`src/rtl/writeback_arbiter_pkg.sv`:
```
// Shared types and constants for the execution-result writeback arbiter.
package writeback_arbiter_pkg;

    localparam int unsigned NUM_SRC    = 5;
    localparam int unsigned WB_PORTS   = 2;
    localparam int unsigned XLEN       = 32;
    localparam int unsigned ROB_ID_W   = 6;
    localparam int unsigned PHYS_W     = 7;
    localparam int unsigned SRC_W      = 3;
    localparam int unsigned WB_COUNT_W = 32;

    localparam logic [SRC_W-1:0] SRC_ALU0    = 3'd0;
    localparam logic [SRC_W-1:0] SRC_ALU1    = 3'd1;
    localparam logic [SRC_W-1:0] SRC_COMPLEX = 3'd2;
    localparam logic [SRC_W-1:0] SRC_MULDIV  = 3'd3;
    localparam logic [SRC_W-1:0] SRC_LSU     = 3'd4;

    typedef struct packed {
        logic [XLEN-1:0]     result;
        logic [ROB_ID_W-1:0] rob_id;
        logic [PHYS_W-1:0]   phys_dest;
        logic                exception;
    } wb_entry_t;

endpackage

```
`src/rtl/writeback_arbiter_if.sv`:
```
// Source-result and writeback-port bundle; master drives results, slave is the arbiter.
interface writeback_arbiter_if #(
    parameter int unsigned NUM_SRC = writeback_arbiter_pkg::NUM_SRC
);
    import writeback_arbiter_pkg::*;

    logic                           flush_i;
    logic [NUM_SRC-1:0]             src_valid_i;
    logic [NUM_SRC*XLEN-1:0]        src_result_i;
    logic [NUM_SRC*ROB_ID_W-1:0]    src_rob_id_i;
    logic [NUM_SRC*PHYS_W-1:0]      src_phys_dest_i;
    logic [NUM_SRC-1:0]             src_exception_i;
    logic [NUM_SRC-1:0]             src_stall_o;
    logic [NUM_SRC-1:0]             src_overflow_o;
    logic [WB_PORTS-1:0]            wb_valid_o;
    logic [WB_PORTS*XLEN-1:0]       wb_data_o;
    logic [WB_PORTS*ROB_ID_W-1:0]   wb_rob_id_o;
    logic [WB_PORTS*PHYS_W-1:0]     wb_phys_dest_o;
    logic [WB_PORTS-1:0]            wb_exception_o;
    logic [WB_PORTS*SRC_W-1:0]      wb_src_o;
    logic [WB_COUNT_W-1:0]          wb_count_o;

    modport master (
        output flush_i, src_valid_i, src_result_i, src_rob_id_i, src_phys_dest_i,
               src_exception_i,
        input  src_stall_o, src_overflow_o, wb_valid_o, wb_data_o, wb_rob_id_o,
               wb_phys_dest_o, wb_exception_o, wb_src_o, wb_count_o
    );

    modport slave (
        input  flush_i, src_valid_i, src_result_i, src_rob_id_i, src_phys_dest_i,
               src_exception_i,
        output src_stall_o, src_overflow_o, wb_valid_o, wb_data_o, wb_rob_id_o,
               wb_phys_dest_o, wb_exception_o, wb_src_o, wb_count_o
    );

endinterface

```
`src/rtl/wb_src_fifo.sv`:
```
// Per-source result FIFO; a push into a full FIFO is accepted only when the head pops that cycle.
module wb_src_fifo
    import writeback_arbiter_pkg::*;
#(
    parameter int unsigned DEPTH = 2
) (
    input  logic                         clk,
    input  logic                         rst,
    input  logic                         flush,
    input  logic                         push,
    input  logic                         pop,
    input  wb_entry_t                    din,
    output wb_entry_t                    dout,
    output logic [$clog2(DEPTH+1)-1:0]   count,
    output logic                         full,
    output logic                         empty
);

    localparam int unsigned CNT_W = $clog2(DEPTH + 1);
    localparam int unsigned PTR_W = (DEPTH > 1) ? $clog2(DEPTH) : 1;

    wb_entry_t        mem [DEPTH];
    logic [PTR_W-1:0] wr_ptr;
    logic [PTR_W-1:0] rd_ptr;
    logic             push_ok;
    logic             pop_ok;

    function automatic logic [PTR_W-1:0] ptr_inc(input logic [PTR_W-1:0] p);
        return (p == PTR_W'(DEPTH - 1)) ? '0 : p + 1'b1;
    endfunction

    assign full    = (count == CNT_W'(DEPTH));
    assign empty   = (count == '0);
    assign pop_ok  = pop && !empty && !flush;
    assign push_ok = push && !flush && (!full || pop_ok);
    assign dout    = mem[rd_ptr];

    // Pointer/occupancy state; flush drains the queue without touching storage.
    always_ff @(posedge clk or posedge rst) begin
        if (rst) begin
            wr_ptr <= '0;
            rd_ptr <= '0;
            count  <= '0;
        end else if (flush) begin
            wr_ptr <= '0;
            rd_ptr <= '0;
            count  <= '0;
        end else begin
            if (push_ok) wr_ptr <= ptr_inc(wr_ptr);
            if (pop_ok)  rd_ptr <= ptr_inc(rd_ptr);
            count <= count + CNT_W'(push_ok) - CNT_W'(pop_ok);
        end
    end

    always_ff @(posedge clk) begin
        if (push_ok) mem[wr_ptr] <= din;
    end

endmodule

```
`src/rtl/writeback_arbiter.sv`:
```
// Collects results from the execution units into per-source FIFOs and drains
// up to two heads per cycle to the ROB/PRF writeback ports in round-robin order.
module writeback_arbiter
    import writeback_arbiter_pkg::*;
#(
    parameter int unsigned NUM_SRC    = writeback_arbiter_pkg::NUM_SRC,
    parameter int unsigned FIFO_DEPTH = 2
) (
    input  logic               clk,
    input  logic               rst,
    writeback_arbiter_if.slave bus
);

    localparam int unsigned FCNT_W = $clog2(FIFO_DEPTH + 1);

    wb_entry_t               push_entry [NUM_SRC];
    wb_entry_t               head       [NUM_SRC];
    logic [FCNT_W-1:0]       fifo_count [NUM_SRC];
    logic [NUM_SRC-1:0]      fifo_full;
    logic [NUM_SRC-1:0]      fifo_empty;
    logic [NUM_SRC-1:0]      fifo_pop_c;
    logic [NUM_SRC-1:0]      stall_c;
    logic [NUM_SRC-1:0]      drop_c;

    logic [SRC_W-1:0]        rr_ptr;
    logic [SRC_W-1:0]        rr_next_c;
    logic [SRC_W-1:0]        grant0_c;
    logic [SRC_W-1:0]        grant1_c;
    logic                    hit0_c;
    logic                    hit1_c;
    logic [WB_COUNT_W-1:0]   wb_count_q;
    logic [NUM_SRC-1:0]      overflow_q;

    for (genvar i = 0; i < NUM_SRC; i++) begin : g_src
        assign push_entry[i] = '{
            result:    bus.src_result_i[i*XLEN +: XLEN],
            rob_id:    bus.src_rob_id_i[i*ROB_ID_W +: ROB_ID_W],
            phys_dest: bus.src_phys_dest_i[i*PHYS_W +: PHYS_W],
            exception: bus.src_exception_i[i]
        };

        wb_src_fifo #(.DEPTH(FIFO_DEPTH)) u_fifo (
            .clk   (clk),
            .rst   (rst),
            .flush (bus.flush_i),
            .push  (bus.src_valid_i[i]),
            .pop   (fifo_pop_c[i]),
            .din   (push_entry[i]),
            .dout  (head[i]),
            .count (fifo_count[i]),
            .full  (fifo_full[i]),
            .empty (fifo_empty[i])
        );
    end

    // Round-robin search from rr_ptr: first non-empty source to port 0, second to port 1.
    always_comb begin
        logic [SRC_W-1:0] idx;
        idx      = '0;
        hit0_c   = 1'b0;
        hit1_c   = 1'b0;
        grant0_c = '0;
        grant1_c = '0;
        for (int unsigned k = 0; k < NUM_SRC; k++) begin
            idx = SRC_W'((32'(rr_ptr) + k) % NUM_SRC);
            if (!bus.flush_i && !fifo_empty[idx]) begin
                if (!hit0_c) begin
                    hit0_c   = 1'b1;
                    grant0_c = idx;
                end else if (!hit1_c) begin
                    hit1_c   = 1'b1;
                    grant1_c = idx;
                end
            end
        end
        rr_next_c = SRC_W'((32'(hit1_c ? grant1_c : grant0_c) + 32'd1) % NUM_SRC);
    end

    always_comb begin
        fifo_pop_c = '0;
        stall_c    = '0;
        drop_c     = '0;
        for (int unsigned i = 0; i < NUM_SRC; i++) begin
            fifo_pop_c[i] = (hit0_c && grant0_c == SRC_W'(i)) ||
                            (hit1_c && grant1_c == SRC_W'(i));
            stall_c[i]    = (fifo_count[i] == FCNT_W'(FIFO_DEPTH));
            drop_c[i]     = bus.src_valid_i[i] && !bus.flush_i && fifo_full[i] && !fifo_pop_c[i];
        end
    end

    // Writeback ports present the granted heads directly; idle ports read as zero.
    always_comb begin
        wb_entry_t e0;
        wb_entry_t e1;
        e0 = hit0_c ? head[grant0_c] : '0;
        e1 = hit1_c ? head[grant1_c] : '0;
        bus.wb_valid_o     = {hit1_c, hit0_c};
        bus.wb_data_o      = {e1.result, e0.result};
        bus.wb_rob_id_o    = {e1.rob_id, e0.rob_id};
        bus.wb_phys_dest_o = {e1.phys_dest, e0.phys_dest};
        bus.wb_exception_o = {e1.exception, e0.exception};
        bus.wb_src_o       = {grant1_c, grant0_c};
    end

    always_ff @(posedge clk or posedge rst) begin
        if (rst) begin
            rr_ptr     <= '0;
            wb_count_q <= '0;
            overflow_q <= '0;
        end else begin
            if (hit0_c) rr_ptr <= rr_next_c;
            wb_count_q <= wb_count_q + WB_COUNT_W'(hit0_c) + WB_COUNT_W'(hit1_c);
            overflow_q <= overflow_q | drop_c;
        end
    end

    assign bus.src_stall_o    = stall_c;
    assign bus.src_overflow_o = overflow_q;
    assign bus.wb_count_o     = wb_count_q;

endmodule

```
`src/flat_wrapper.sv`:
```
// flat-port wrapper written by rule: the top's interface ports become plain ports
module writeback_arbiter_flat import writeback_arbiter_pkg::*;
#(
    parameter int unsigned NUM_SRC    = writeback_arbiter_pkg::NUM_SRC,
    parameter int unsigned FIFO_DEPTH = 2
)
  (clk, rst, bus_flush_i, bus_src_valid_i, bus_src_result_i, bus_src_rob_id_i, bus_src_phys_dest_i, bus_src_exception_i, bus_src_stall_o, bus_src_overflow_o, bus_wb_valid_o, bus_wb_data_o, bus_wb_rob_id_o, bus_wb_phys_dest_o, bus_wb_exception_o, bus_wb_src_o, bus_wb_count_o);
  writeback_arbiter_if #(.NUM_SRC(NUM_SRC)) bus_i ();
  input  logic clk;
  input  logic rst;
  input wire logic [$bits(bus_i.flush_i)-1:0] bus_flush_i;
  input wire logic [$bits(bus_i.src_valid_i)-1:0] bus_src_valid_i;
  input wire logic [$bits(bus_i.src_result_i)-1:0] bus_src_result_i;
  input wire logic [$bits(bus_i.src_rob_id_i)-1:0] bus_src_rob_id_i;
  input wire logic [$bits(bus_i.src_phys_dest_i)-1:0] bus_src_phys_dest_i;
  input wire logic [$bits(bus_i.src_exception_i)-1:0] bus_src_exception_i;
  output wire logic [$bits(bus_i.src_stall_o)-1:0] bus_src_stall_o;
  output wire logic [$bits(bus_i.src_overflow_o)-1:0] bus_src_overflow_o;
  output wire logic [$bits(bus_i.wb_valid_o)-1:0] bus_wb_valid_o;
  output wire logic [$bits(bus_i.wb_data_o)-1:0] bus_wb_data_o;
  output wire logic [$bits(bus_i.wb_rob_id_o)-1:0] bus_wb_rob_id_o;
  output wire logic [$bits(bus_i.wb_phys_dest_o)-1:0] bus_wb_phys_dest_o;
  output wire logic [$bits(bus_i.wb_exception_o)-1:0] bus_wb_exception_o;
  output wire logic [$bits(bus_i.wb_src_o)-1:0] bus_wb_src_o;
  output wire logic [$bits(bus_i.wb_count_o)-1:0] bus_wb_count_o;
  assign bus_i.flush_i = bus_flush_i;
  assign bus_i.src_valid_i = bus_src_valid_i;
  assign bus_i.src_result_i = bus_src_result_i;
  assign bus_i.src_rob_id_i = bus_src_rob_id_i;
  assign bus_i.src_phys_dest_i = bus_src_phys_dest_i;
  assign bus_i.src_exception_i = bus_src_exception_i;
  assign bus_src_stall_o = bus_i.src_stall_o;
  assign bus_src_overflow_o = bus_i.src_overflow_o;
  assign bus_wb_valid_o = bus_i.wb_valid_o;
  assign bus_wb_data_o = bus_i.wb_data_o;
  assign bus_wb_rob_id_o = bus_i.wb_rob_id_o;
  assign bus_wb_phys_dest_o = bus_i.wb_phys_dest_o;
  assign bus_wb_exception_o = bus_i.wb_exception_o;
  assign bus_wb_src_o = bus_i.wb_src_o;
  assign bus_wb_count_o = bus_i.wb_count_o;
  writeback_arbiter #(.NUM_SRC(NUM_SRC), .FIFO_DEPTH(FIFO_DEPTH)) u_core (.clk(clk), .rst(rst), .bus(bus_i));
endmodule
```
`config.mk`:
```
export PLATFORM = sky130hd
export DESIGN_NAME = writeback_arbiter_flat
export DESIGN_NICKNAME = d
export VERILOG_FILES = /design/src/rtl/writeback_arbiter_pkg.sv /design/src/rtl/writeback_arbiter_if.sv /design/src/rtl/wb_src_fifo.sv /design/src/rtl/writeback_arbiter.sv /design/src/flat_wrapper.sv
export SDC_FILE = /design/constraint.sdc
export NUM_CORES = 1
export LEC_CHECK = 0
export BUFFER_PORTS_ARGS = -buffer_cell sky130_fd_sc_hd__buf_2
export CORE_AREA = 2 2 158 314
export DETAILED_ROUTE_END_ITERATION = 16
export DIE_AREA = 0 0 160 316
export PLACE_DENSITY_LB_ADDON = 0.08
export SKIP_LAST_GASP = 1
export SYNTH_ARGS = -nofsm -noshare
export SYNTH_HDL_FRONTEND = slang
export SYNTH_SLANG_ARGS = --single-unit
```
`constraint.sdc`:
```
create_clock -name clk -period 9.7 [get_ports clk]
set_clock_uncertainty 0.2 [all_clocks]
set_input_delay 1.455 -clock clk [delete_from_list [all_inputs] [get_ports clk]]
set_output_delay 1.455 -clock clk [all_outputs]
set_load 0.01 [all_outputs]
```
# After elaboration in Yosys (flattened, before gate mapping)
# Memories as Yosys holds them, arrays and structs flattened.
# Cells that the tools add are included.
# word_totals
input_bits	238
memories	5
register_bits	60
output_inout_bits	142
word_cells	269
mem_bits_rw	460
# mem_list
memory	words	word_bits	read_ports	rd_ports_with_merged_regs	write_ports	line_no	source
u_core.g_src[0].u_fifo.mem	2	46	1	0	1	wb_src_fifo.sv:22	wb_entry_t mem [DEPTH];
u_core.g_src[1].u_fifo.mem	2	46	1	0	1	wb_src_fifo.sv:22	
u_core.g_src[2].u_fifo.mem	2	46	1	0	1	wb_src_fifo.sv:22	
u_core.g_src[3].u_fifo.mem	2	46	1	0	1	wb_src_fifo.sv:22	
u_core.g_src[4].u_fifo.mem	2	46	1	0	1	wb_src_fifo.sv:22	
# op_classes
n_eq_ne	13
n_bitwise	3
n_addsub	27
n_lt_le_gt_ge	7
n_reduce_logical	93
div_mod_pow	6
muxes	97
# ops
op	n
binary-select mux 46 bit (select 3 bit)	2
two-way mux 46 bit	6
remainder unit 32 x 3 -> 32 bit (second input constant)	5
adder 32 x 1 -> 32 bit	2
two-way mux 3 bit	21
two-way mux 1 bit	58
logical AND 1 bit	45
adder 32 x 1 -> 32 bit (second input constant)	1
remainder unit 3 x 3 -> 32 bit (second input constant)	1
zero test 1 bit	21
less-than comparator 3 x 4 -> 1 bit (second input constant)	5
nonzero test 2 bit	10
binary-select mux 1 bit (select 3 bit)	5
equality test 3 x 2 -> 1 bit (second input constant)	4
adder 1 bit (second input constant)	10
adder 2 x 1 -> 2 bit	5
equality test 2 bit (second input constant)	5
zero test 2 bit	5
logical OR 1 bit	10
two-way mux 2 bit	5
subtractor 2 x 1 -> 2 bit	5
adder 3 x 2 -> 4 bit (second input constant)	2
greater-or-equal comparator 4 bit (second input constant)	2
NOT 3 -> 4 bit	2
6 further kinds	9

# Longest topological paths before layout
# depth
depth_word	27
ltp_mapped	34
mapped_depth_nobuf	29

# Cells and area by module
# Synthesis repeated with hierarchy kept, for this count alone.
# unflattened
hier_cells	1800
area_unflattened_um2	26198.9
# by_module_without_submodules
module	cells_each	seq_area_each_um2	area_each_um2	instances
wb_src_fifo	173	2862.7	3716.1	5
writeback_arbiter	935	1001.0	7618.6	1

# Worst setup path before layout
# Ideal clock, no wire load.
# synth_timing
kind	register to register
start	register u_core.rr_ptr[0]
end	memory u_core.g_src[4].u_fifo.mem[0][0] (netlist bit), enable pin
setup_time_ns	0.533
path_slack_ns	0.151
stages_incl_launch_ff	26
period_less_slack_ns	9.549
arrival_time_ns	8.816
required_time_ns	8.967
n_path_buf	6
cell_sequence	dfrtp_1 > buf_2 > inv_1 > buf_2 > ha_1 > buf_4 > xor2_2 > ha_1 > nor2_1 > a211oi_1 > nor2_1 > inv_1 > ha_1 > inv_1 > o22ai_1 > o21a_2 > mux2_1 > a211oi_2 > o21ai_2 > buf_4 > a21boi_0 > o21a_1 > clkbuf_1 > nand3_1 > clkbuf_1 > a311oi_1
# synth_between
elab_chain_len	26
elab_cells_between_ends	73
classes_between	add/sub: 4; div: 5; eq/ne: 2; mux: 45; reduce/logical: 17
# synth_lines
item	line_no	source
from (decl)	writeback_arbiter.sv:25	logic [SRC_W-1:0] rr_ptr;
from (signal assigned)	writeback_arbiter.sv:111	if (hit0_c) rr_ptr <= rr_next_c;
parallel branches: the longest is 19 deep, another holds remainder unit 32 x 3 -> 32 bit	--	
logical OR 1 bit (*)	writeback_arbiter.sv:84	fifo_pop_c[i] = (hit0_c && grant0_c == SRC_W'(i)) ||
logical AND 1 bit (*) (2 in a row)	wb_src_fifo.sv:34	assign pop_ok = pop && !empty && !flush;
logical OR 1 bit (*)	wb_src_fifo.sv:35	assign push_ok = push && !flush && (!full || pop_ok);
logical AND 1 bit (*)	wb_src_fifo.sv:35	
two-way mux 1 bit (*)	wb_src_fifo.sv:56	if (push_ok) mem[wr_ptr] <= din;
two-way mux 1 bit (not written as such) (*)	wb_src_fifo.sv:56	
to (decl)	wb_src_fifo.sv:22	
# Every way passes the cells marked *. The select of a mux whose other input is x is not followed.

# Worst setup path after layout
# layout_timing
start	register u_core.rr_ptr[1]
end	output port bus_wb_rob_id_o[6]
# layout_between
elab_chain_len	22
elab_cells_between_ends	57
classes_between	add/sub: 4; div: 5; mux: 37; bitwise: 1; reduce/logical: 10
# layout_lines
item	line_no	source
parallel branches: the longest is 21 deep, another holds remainder unit 32 x 3 -> 32 bit	--	
two-way mux 46 bit (*)	writeback_arbiter.sv:96	e1 = hit1_c ? head[grant1_c] : '0;
to (decl)	flat_wrapper.sv:21	output wire logic [$bits(bus_i.wb_rob_id_o)-1:0] bus_wb_rob_id_o;
# Marked as above.

==> key figures <==
Synthesis
  • Synth area leaders: edfxtp_1 56%, mux2i_1 14%, dfrtp_1 6.0%, nand2_1 3.4%, ha_1 1.6%
  • Dominant cell type by area after synthesis: edfxtp_1
  • Syn avg cell area: 13.1 µm²
  • Most common cell in the netlist: edfxtp_1
  • Commonest cells in the netlist: 460 x edfxtp_1, 338 x mux2i_1, 227 x nand2_1, 63 x clkbuf_1, 60 x dfrtp_1
  • Adder-cell share of the synthesized area: 0.0172
  • Mapped Area: 24800 µm²
  • Synthesized net count: ~2200
  • Register area share after synthesis: 0.617
  • Unique masters post-synth: just under 90
  • Async SR Flop Fraction: 0.115
  • Synth Warn #: 0
  • Share of the synthesized area in the top cell type: 0.557
  • Synth Instances: between 1500 and 2000
  • Synth Area in XOR/XNOR: 0.0193
  • EDFF count, synth: 460
  • Dominant synthesized flop cell: edfxtp_1
  • Flop and latch count out of synthesis: 520
  • Multiplexer share of the synthesized area: 0.139
  • Largest family of logic cells by synthesized area: multiplexers
  • Synth Area in Compound Gates: 0.0913
  • Simple-Gate Fraction of Synth Area: 0.0857

Clocking
  • H-tree depth: 2
  • Max Root-Sink Buffers: 3
  • Worst-skew pair later-pin latency: roughly 0.60 ns
  • # hold bufs at CTS: 0
  • Post-CTS resize count: 0
  • TritonCTS Buffers: 45
  • Clk pin slew, worst setup/hold paths: 0.07 ns
  • CTS tree: done
  • Root Buffer: clkbuf_16
  • Post-CTS Setup Inserts: 0
  • Clock sink count: 520

Drt
  • Metal-1 WL: between 20 and 30 mm
  • Routed wire length: 75.5 mm
  • WL met2: between 40 and 50 mm
  • DR iter-0 viols: about 1200
  • DRC Markers: 0
  • Post-route ant nets: 0
  • Wire per inst: between 20 and 30 µm
  • Max layer used: met5
  • Met3 WL post-DR: ~4.5 mm
  • 1st-pass router iterations: 5
  • Total number of vias: approximately 18000
  • DR vias/cell: 5.95

Die
  • I/O pins: 380
  • Core box area: a little under 50000 µm²
  • Die area: between 50000 and 60000 µm²
  • Vert. Die Dim: about 320 µm
  • # rows: 114
  • Initial cell density of the core: 0.515
  • Die W: 160 µm

Critical path
  • Worst Setup SP: u_core.rr_ptr[1]
  • Worst setup path class: flip-flop to primary output
  • CP arrival: 7.01 ns
  • Crit-path max FO: 43
  • Required @ worst endpoint: ~8.1 ns
  • CP endpoint: bus_wb_rob_id_o[6]
  • R2R Setup Slk: 1.79 ns
  • Setup crit end kind: primary output
  • R2R depth: 30
  • CP Launch Type: flip-flop
  • R2r startpoint: u_core.rr_ptr[1]
  • Capturing point of the worst reg2reg path: u_core.g_src[2].u_fifo.count[1]

Global route
  • Grt total ovfl: 0
  • Vias in the first global route: around 18000
  • First-pass GRT wire length: roughly 110 mm
  • GRT Overall Usage: 0.295
  • Largest net degree at the start of global routing: 53
  • Initial antenna violation count: 34

Timing
  • Fin Hold WS: around 0.26 ns
  • Actual slew at the worst max-slew pin: ~1.1 ns
  • RSZ-0062 raised after global routing: false
  • Worst Slack Setup Final: slightly above 1 ns
  • Slew HR: 0.248
  • Minimum clock period: around 8.7 ns
  • Tcrit/Tclk final: 0.893
  • Final setup viols: 0
  • Final Hold Vio Count: 0
  • Fmax: approximately 120 MHz
  • Setup TNS: 0 ns
  • Slew Viols, Final: 0

Finish
  • Number of fill cells: ~3900
  • Final Net Count: approximately 2500
  • Share of cells above drive strength 1: 0.242
  • Fin area: between 20000 and 30000 µm²
  • Area growth, synth to finish: 17.4%

Place
  • Post-DP Area: between 20000 and 30000 µm²
  • Post-DP HPWL: a little over 50 mm
  • Gpl congestion: a little under 0.9
  • PortBufs: approximately 380
  • DP Worst Slack: between 1.5 and 2 ns

Worst hold path
  • Worst min path class: flip-flop to flip-flop

Status
  • Status: finished, final reports clean

Job
  • Max_cap viols: 0
-- worst min path at each step --
stage	startpoint	to	slack, ns	depth (start not counted)
2_1_floorplan	u_core.bus.src_overflow_o[3]	u_core.bus.src_overflow_o[3]	0.29	1
3_3_place_gp	u_core.bus.wb_count_o[31]	u_core.bus.wb_count_o[31]	0.26	1
3_5_place_dp	u_core.bus.wb_count_o[31]	u_core.bus.wb_count_o[31]	0.26	1
4_1_cts	u_core.bus.wb_count_o[31]	u_core.bus.wb_count_o[31]	0.27	1
5_1_grt	u_core.bus.wb_count_o[31]	u_core.bus.wb_count_o[31]	0.29	1
6_report	u_core.bus.wb_count_o[31]	u_core.bus.wb_count_o[31]	0.26	1
-- layer usage --
layer / track usage / up-vias
met5: 0 / -
li1: - / 7897
met1: 0.310 / 8663
met3: 0.0539 / 222
met4: 0.161 / 24
met2: 0.553 / 702
-- layout make-up --
class / instances / area, µm² / area share
clock inverters: 36 / 465 / 0.0160
diodes: 21 / 52.6 / 0.00180
repair buffers: 424 / 2310 / 0.0793
inverters: 36 / 141 / 0.00485
well taps: 638 / 798 / 0.0274
clock buffers: 47 / 1150 / 0.0396
multi-input cells: 1220 / 8880 / 0.305
flip-flops and latches: 520 / 15300 / 0.526
-- placed cells by master, fill, tap and decap left out, drive strengths merged, types with 38 or more instances in the layout --
| cell type | n |
|---|---|
| clkbuf | 47 |
| dfrtp | 60 |
| o22ai | 51 |
| mux2i | 338 |
| nor2 | 54 |
| a31oi | 50 |
| a22oi | 47 |
| o21ai | 70 |
| inv | 38 |
| and3 | 54 |
| edfxtp | 460 |
| buf | 424 |
| nand2 | 227 |
-- sequential cells by signal (all words and copies together) (netlist names) --
name	cells
u_core.rr_ptr	3
u_core.bus.src_overflow_o	5
u_core.g_src.u_fifo.wr_ptr	5
u_core.g_src.u_fifo.rd_ptr	5
u_core.g_src.u_fifo.mem	460
u_core.bus.wb_count_o	32
u_core.g_src.u_fifo.count	10
-- kinds of logic (layout without fill, tap and decap cells) --
| family | count (synthesis) | in the layout |
|---|---|---|
| other | 0 | 21 |
| adders and majority gates | 33 | 33 |
| buffers and inverters | 160 | 543 |
| xor gates and xnor gates | 53 | 53 |
| and+or+nand+nor | 453 | 453 |
| AOI/OAI and AO/OA | 337 | 337 |
| muxes | 344 | 344 |
| DFF | 520 | 520 |
-- worst max-delay path, stage by stage, from the launching register on --
cell,delay [ns]
dfrtp_1,0.37
buf_4,0.18
inv_1,0.29
ha_1,0.42
xor2_2,0.33
ha_1,0.25
nor2_1,0.08
a211oi_1,0.37
nor2_1,0.16
inv_1,0.11
ha_1,0.18
inv_1,0.05
o22ai_1,0.26
o21a_2,0.25
mux2_1,0.35
a211oi_2,0.30
o21ai_2,0.12
buf_4,0.19
o32a_1,0.35
and2_1,0.21
inv_6,0.42
buf_4,0.40
mux2i_1,0.12
a22oi_1,0.30
o21ai_1,0.11
buf_2,0.15
-- through the flow --
step	cells	util
4_1_cts	2921	0.603
3_3_place_gp	2838	0.570
3_5_place_dp	2838	0.570
5_1_grt	2937	0.604
6_report	2942	0.604
2_1_floorplan	1900	-
Power is left out: the tool's default activity adds up to more than one toggle a clock period on the data nets, which glitch-free logic cannot reach.
